==> src/rtl/alu_pkg.sv <==
`default_nettype none
// ============================================================================
// Module   : alu_pkg
// Purpose  : ALU op encodings shared with the ALU, plus the multiply/divide
//            sequencer state and step-mode types.
// Revision : 1.0 - initial release
// ============================================================================
package alu_pkg;

  localparam logic [3:0] ALU_NOP  = 4'd0;
  localparam logic [3:0] ALU_SLL  = 4'd1;
  localparam logic [3:0] ALU_SRL  = 4'd2;
  localparam logic [3:0] ALU_SRA  = 4'd3;
  localparam logic [3:0] ALU_AND  = 4'd4;
  localparam logic [3:0] ALU_OR   = 4'd5;
  localparam logic [3:0] ALU_XOR  = 4'd6;
  localparam logic [3:0] ALU_SLT  = 4'd7;
  localparam logic [3:0] ALU_ADD  = 4'd8;
  localparam logic [3:0] ALU_SUB  = 4'd9;
  localparam logic [3:0] ALU_SLTU = 4'd10;
  localparam logic [3:0] ALU_LUI  = 4'd11;
  localparam logic [3:0] ALU_MULT = 4'd12;
  localparam logic [3:0] ALU_DIV  = 4'd13;

  typedef enum logic [1:0] {
    S_IDLE = 2'd0,
    S_MUL  = 2'd1,
    S_DIV  = 2'd2,
    S_DONE = 2'd3
  } md_state_e;

  typedef enum logic {
    STEP_MUL = 1'b0,
    STEP_DIV = 1'b1
  } step_mode_e;

endpackage
`default_nettype wire

==> src/rtl/muldiv_step.sv <==
`default_nettype none
// ============================================================================
// Module   : muldiv_step
// Purpose  : One combinational iteration of the radix-2 shift-add multiplier
//            or of the restoring divider.
// Revision : 1.0 - initial release
// ============================================================================
module muldiv_step
  import alu_pkg::*;
#(
  parameter int XLEN = 32
) (
  input  step_mode_e      i_mode,
  input  logic [XLEN-1:0] i_hi,
  input  logic [XLEN-1:0] i_lo,
  input  logic [XLEN-1:0] i_opd,
  output logic [XLEN-1:0] o_hi,
  output logic [XLEN-1:0] o_lo
);

  logic [XLEN:0]   w_sum;
  logic [XLEN:0]   w_mul_ext;
  logic [XLEN:0]   w_rem_sh;
  logic [XLEN-1:0] w_rem_sub;
  logic            w_ge;

  // Multiply: the add is one bit wider so its carry lands in the shifted hi.
  assign w_sum     = {1'b0, i_hi} + {1'b0, i_opd};
  assign w_mul_ext = i_lo[0] ? w_sum : {1'b0, i_hi};

  // Divide: the remainder stays below the divisor, so the difference fits XLEN.
  assign w_rem_sh  = {i_hi, i_lo[XLEN-1]};
  assign w_ge      = (w_rem_sh >= {1'b0, i_opd});
  assign w_rem_sub = w_rem_sh[XLEN-1:0] - i_opd;

  always_comb begin
    o_hi = '0;
    o_lo = '0;
    if (i_mode == STEP_MUL) begin
      o_hi = w_mul_ext[XLEN:1];
      o_lo = {w_mul_ext[0], i_lo[XLEN-1:1]};
    end else begin
      o_hi = w_ge ? w_rem_sub : w_rem_sh[XLEN-1:0];
      o_lo = {i_lo[XLEN-2:0], w_ge};
    end
  end

endmodule
`default_nettype wire

==> src/rtl/muldiv_sequencer.sv <==
`default_nettype none
// ============================================================================
// Module   : muldiv_sequencer
// Purpose  : Multi-cycle MULT/DIV controller beside the ALU; valid/ready
//            request in, 2*XLEN result out through a response handshake.
// Revision : 1.0 - initial release
// ============================================================================
module muldiv_sequencer
  import alu_pkg::*;
#(
  parameter int XLEN = 32
) (
  input  logic            clk,
  input  logic            rst,
  input  logic            req_valid,
  output logic            req_ready,
  input  logic [3:0]      req_op,
  input  logic [XLEN-1:0] req_a,
  input  logic [XLEN-1:0] req_b,
  output logic            busy,
  output logic            resp_valid,
  input  logic            resp_ready,
  output logic [XLEN-1:0] resp_lo,
  output logic [XLEN-1:0] resp_hi,
  output logic            resp_dbz,
  output logic            resp_illegal
);

  localparam int CNT_W = $clog2(XLEN) + 1;

  md_state_e       r_state;
  md_state_e       w_state_nxt;

  logic [XLEN-1:0] r_hi;
  logic [XLEN-1:0] r_lo;
  logic [XLEN-1:0] r_opd;
  logic [CNT_W-1:0] r_cnt;
  logic            r_dbz;
  logic            r_illegal;

  logic            w_accept;
  logic            w_is_mul;
  logic            w_is_div;
  logic            w_b_zero;
  logic            w_last;
  logic            w_done;
  step_mode_e      w_mode;
  logic [XLEN-1:0] w_step_hi;
  logic [XLEN-1:0] w_step_lo;

  assign w_is_mul = (req_op == ALU_MULT);
  assign w_is_div = (req_op == ALU_DIV);
  assign w_b_zero = (req_b == '0);
  assign w_accept = req_valid && (r_state == S_IDLE);
  assign w_last   = (r_cnt == CNT_W'(XLEN - 1));
  assign w_done   = (r_state == S_DONE);
  assign w_mode   = (r_state == S_DIV) ? STEP_DIV : STEP_MUL;

  muldiv_step #(
    .XLEN (XLEN)
  ) u_step (
    .i_mode (w_mode),
    .i_hi   (r_hi),
    .i_lo   (r_lo),
    .i_opd  (r_opd),
    .o_hi   (w_step_hi),
    .o_lo   (w_step_lo)
  );

  always_ff @(posedge clk) begin
    if (rst) begin
      r_state <= S_IDLE;
    end else begin
      r_state <= w_state_nxt;
    end
  end

  always_comb begin
    w_state_nxt = r_state;
    req_ready   = 1'b0;
    busy        = 1'b0;
    resp_valid  = 1'b0;
    case (r_state)
      S_IDLE: begin
        req_ready = 1'b1;
        if (w_accept) begin
          if (w_is_mul) begin
            w_state_nxt = S_MUL;
          end else if (w_is_div && !w_b_zero) begin
            w_state_nxt = S_DIV;
          end else begin
            w_state_nxt = S_DONE;
          end
        end
      end
      S_MUL, S_DIV: begin
        busy = 1'b1;
        if (w_last) begin
          w_state_nxt = S_DONE;
        end
      end
      S_DONE: begin
        busy       = 1'b1;
        resp_valid = 1'b1;
        // Return to IDLE only; a new request is taken on a later edge.
        if (resp_ready) begin
          w_state_nxt = S_IDLE;
        end
      end
      default: w_state_nxt = S_IDLE;
    endcase
  end

  always_ff @(posedge clk) begin
    if (rst) begin
      r_hi      <= '0;
      r_lo      <= '0;
      r_opd     <= '0;
      r_cnt     <= '0;
      r_dbz     <= 1'b0;
      r_illegal <= 1'b0;
    end else begin
      case (r_state)
        S_IDLE: begin
          if (w_accept) begin
            r_cnt     <= '0;
            r_dbz     <= 1'b0;
            r_illegal <= 1'b0;
            if (w_is_mul) begin
              r_hi  <= '0;
              r_lo  <= req_b;
              r_opd <= req_a;
            end else if (w_is_div && !w_b_zero) begin
              r_hi  <= '0;
              r_lo  <= req_a;
              r_opd <= req_b;
            end else if (w_is_div) begin
              r_hi  <= req_a;
              r_lo  <= '1;
              r_opd <= req_b;
              r_dbz <= 1'b1;
            end else begin
              r_hi      <= '0;
              r_lo      <= '0;
              r_opd     <= '0;
              r_illegal <= 1'b1;
            end
          end
        end
        S_MUL, S_DIV: begin
          r_hi <= w_step_hi;
          r_lo <= w_step_lo;
          if (!w_last) begin
            r_cnt <= r_cnt + CNT_W'(1);
          end
        end
        default: ;
      endcase
    end
  end

  // Results are only presented while a response is pending.
  assign resp_lo      = w_done ? r_lo : '0;
  assign resp_hi      = w_done ? r_hi : '0;
  assign resp_dbz     = w_done & r_dbz;
  assign resp_illegal = w_done & r_illegal;

endmodule
`default_nettype wire

==> config.mk <==
export PLATFORM = sky130hd
export DESIGN_NAME = muldiv_sequencer
export DESIGN_NICKNAME = d
export VERILOG_FILES = /design/src/rtl/alu_pkg.sv /design/src/rtl/muldiv_step.sv /design/src/rtl/muldiv_sequencer.sv
export SDC_FILE = /design/constraint.sdc
export NUM_CORES = 1
export LEC_CHECK = 0
export ABC_AREA = 1
export CORE_AREA = 2 2 159 161
export DETAILED_ROUTE_END_ITERATION = 16
export DIE_AREA = 0 0 161 163
export GPL_TIMING_DRIVEN = 0
export PLACE_DENSITY = 0.75
export SYNTH_ARGS = -nofsm -noshare
export SYNTH_HDL_FRONTEND = slang
export SYNTH_SLANG_ARGS = --single-unit
==> constraint.sdc <==
create_clock -name clk -period 2.1 [get_ports clk]
set_input_delay 0.42 -clock clk [delete_from_list [all_inputs] [get_ports clk]]
set_output_delay 0.42 -clock clk [all_outputs]
set_load 0.05 [all_outputs]
==> metrics <==
status complete, but fails checks; failing checks setup timing; initial antenna violation count 1; Syn Area/Cell about 5.5 sq um; fmax between 400 and 500 MHz; CTS root buffer clkbuf_16; Net count, final about 2.6k; vias in the first global route 15.23k; CTS tree done; worst-path maximum fanout 6; met2 routed WL approximately 25000 microns; Setup Crit Path Kind flop to flop; final slew viol count 0; VDD IR-drop max between 0.8 and 0.9 mV; Max Buffers Root-to-Sink 2; Post-CTS Hold Fix Bufs 0; total of max-cap violations 0; most frequent CP cell nand2_1; core area around 25000 sq um; area grow syn2layout 44.03%; crit end category flop; CP max-delay cell dfxtp_4; met1 WL ~21000 microns; Req. time, crit path between 2000 and 2500 ps; actual slew at the worst max-slew pin around 900 ps; synth top area cells nand2_1, dfxtp_1, inv_1; port bufs between 100 and 150; CP Cell Sequence ha_4 > buf_4 > nand2_1 > nor2_1 > nand2_1 > nor2_4 > nor2_4 > nand2_8 > inv_1 > nand2_1 > nand3_2 > nand2_1 > nand2_1 > a21oi_1; top cell type's share of synthesized area between 15 and 20%; syn nets about 2.4k; 1st-iter DRT viols ~2.2k; DR WL/cell ~20 microns; die area 26240 sq um; Synth cell types 46; clock latency on the worst-skew pair 390 ps; Min Hold Slack 482.6 ps; WP data arrival 2690 ps; PwrDens around 1900 nW/um^2; Mapped Cells about 2.2k; Worst Setup Start Kind flop; Detail Route Antenna Nets 0; Slowest Stage Delay on Critical Path 400 ps; initial core utilization 49.18%; CTS Sinks around 110; Pre-antenna DRT Iters 13; share of post-route cells with drive strength above 1 around 30%; FP Rows a little under 60; cts bufs inserted 9; routed wl met3 between 6000 and 7000 microns; pre-CTS WS -1135 ps; Total GRT Usage 41.22%; register area share after synthesis 17.49%; Final HPWL DP 42240 microns; WL final 56920 microns; largest net degree at the start of global routing 21; Die W roughly 160 microns; fin crit share 116.2%; Hold Crit Class flop to flop; DIE HEIGHT ~160 microns; Max H-tree Level 3; final setup fails 34; Syn. warnings 0; gpl congestion ~1.1; io pins 141; Final Hold Vio Count 0; LEAKAGE 8.389 nW; setup TNS -8245 ps; Seq cells post-synth approximately 110; vias per cell between 5 and 6; area leader, netlist nand2_1; clock-pin slew on the worst setup and hold paths around 90 ps; RSZ-0062 raised after global routing yes; Worst slew margin 40.06%; Final Skew approximately 14 ps; uppermost layer routed met4; gr ovfl total 0; Vias between 15k and 20k; Syn Std Cell Area roughly 12000 sq um; DRC Markers 0; crit path time final between 2000 and 2500 ps; Final WS setup -339.6 ps; global-route wire length before repair roughly 84000 microns
cells by family after synthesis:
group | share of synthesized area (%)
AO/OA/AOI/OAI | 21.83
XOR/XNOR | 2.237
adder cells (fa/ha/maj) | 7.444
buffers and inverters | 17.07
flip-flops | 17.49
AND/OR/NAND/NOR | 33.93
critical path: cells and delay by family, from the launching register on:
| kind | cells | cell delay (ps) |
|---|---|---|
| simple gates | 10 | 1150 |
| compound gates | 1 | 50 |
| flops | 1 | 400 |
| buf+inv | 2 | 420 |
| fa+ha+maj | 1 | 280 |
placed cells by master (no fill, tap or decap), types with 30 or more instances in the layout:
master and count:
nand3_1 86, dfxtp_4 36, o21ai_0 163, nand3_2 37, nand2_2 91, nand2_1 540, nor2_1 117, buf_4 155
clkdlybuf4s50_1 67, inv_1 369, o22ai_1 37, a21oi_2 30, dfxtp_1 41, clkbuf_1 33, clkinvlp_4 42, inv_2 37
a21oi_1 134, ha_4 57
layer usage:
layer / vias to the layer above / GRT usage, %
met3: 290 / 8.811
li1: 7602 / -
met4: 0 / 22.44
met5: - / 0
met1: 7472 / 51.34
met2: 1174 / 66.66
layout make-up:
cell class                      instances  area [sq um]
Multi-Input combinational cell       1570          9801
Fill cell                            2145          7196
Sequential cell                       106          2293
Timing Repair Buffer                  262          2267
Inverter                              452          1863
Buffer                                 90         544.3
Tap cell                              330         412.9
Clock buffer                            9         225.2
Clock inverter                          7         68.82
Antenna cell                            1         2.502
power breakdown:
part	leakage (nW)	switching (mW)	internal, mW
registers	0.908	1.45	3.06
clock network	0.143	0.993	0.843
logic	7.34	16.4	10.3
total	8.39	18.9	14.2
cells in the mapped netlist (all sizes together):
cell type  number
a211oi          1
a21oi         167
a221oi          2
a31oi          20
and2            4
and3b           1
buf            21
clkbuf         70
dfxtp         106
fa              2
ha             69
inv           452
nand2         651
nand3         131
nand3b          3
nand4          23
nor2          157
nor3           21
nor3b           1
nor4            3
o2111ai         1
o211ai         23
o21a            2
o21ai         193
o21bai          8
o221ai          1
o22ai          39
o31ai          16
xnor2          13
xor2           18
flip-flops by register name, summed over array words and instances, names as in the netlist:
signal	count
r_hi	32
r_lo	32
r_opd	32
r_cnt	6
r_state	2
r_dbz	1
r_illegal	1
worst paths after layout:
path / cells past startpoint / startpoint / slack [ps] / to
worst max-delay path: 14 / r_hi[1] / -340 / r_hi[19]
worst min-delay path: 2 / r_cnt[2] / 480 / r_cnt[2]
worst max register to register: 14 / r_hi[1] / -340 / r_hi[19]
worst min register to register: 2 / r_cnt[2] / 480 / r_cnt[2]
timing repair:
action | in CTS | in global routing
pin swaps | 58 | 93
gates cloned | 3 | 0
gates resized for setup | 739 | 244
setup endpoints to repair | 173 | 140
hold endpoints to repair | 0 | 0
setup buffers | 80 | 41
metrics by stage:
step	area (sq um)	instances	utilization (%)	power [mW]
3_5_place_dp	14190	2689	57.53	22.53
5_1_grt	17480	2826	70.83	34.80
4_1_cts	16620	2787	67.37	29.54
6_report	17480	2827	70.84	33.10
3_3_place_gp	14190	2689	57.53	22.41
2_1_floorplan	12380	2219	-	17.01
No activity file was read; power rests on OpenSTA's default activity.
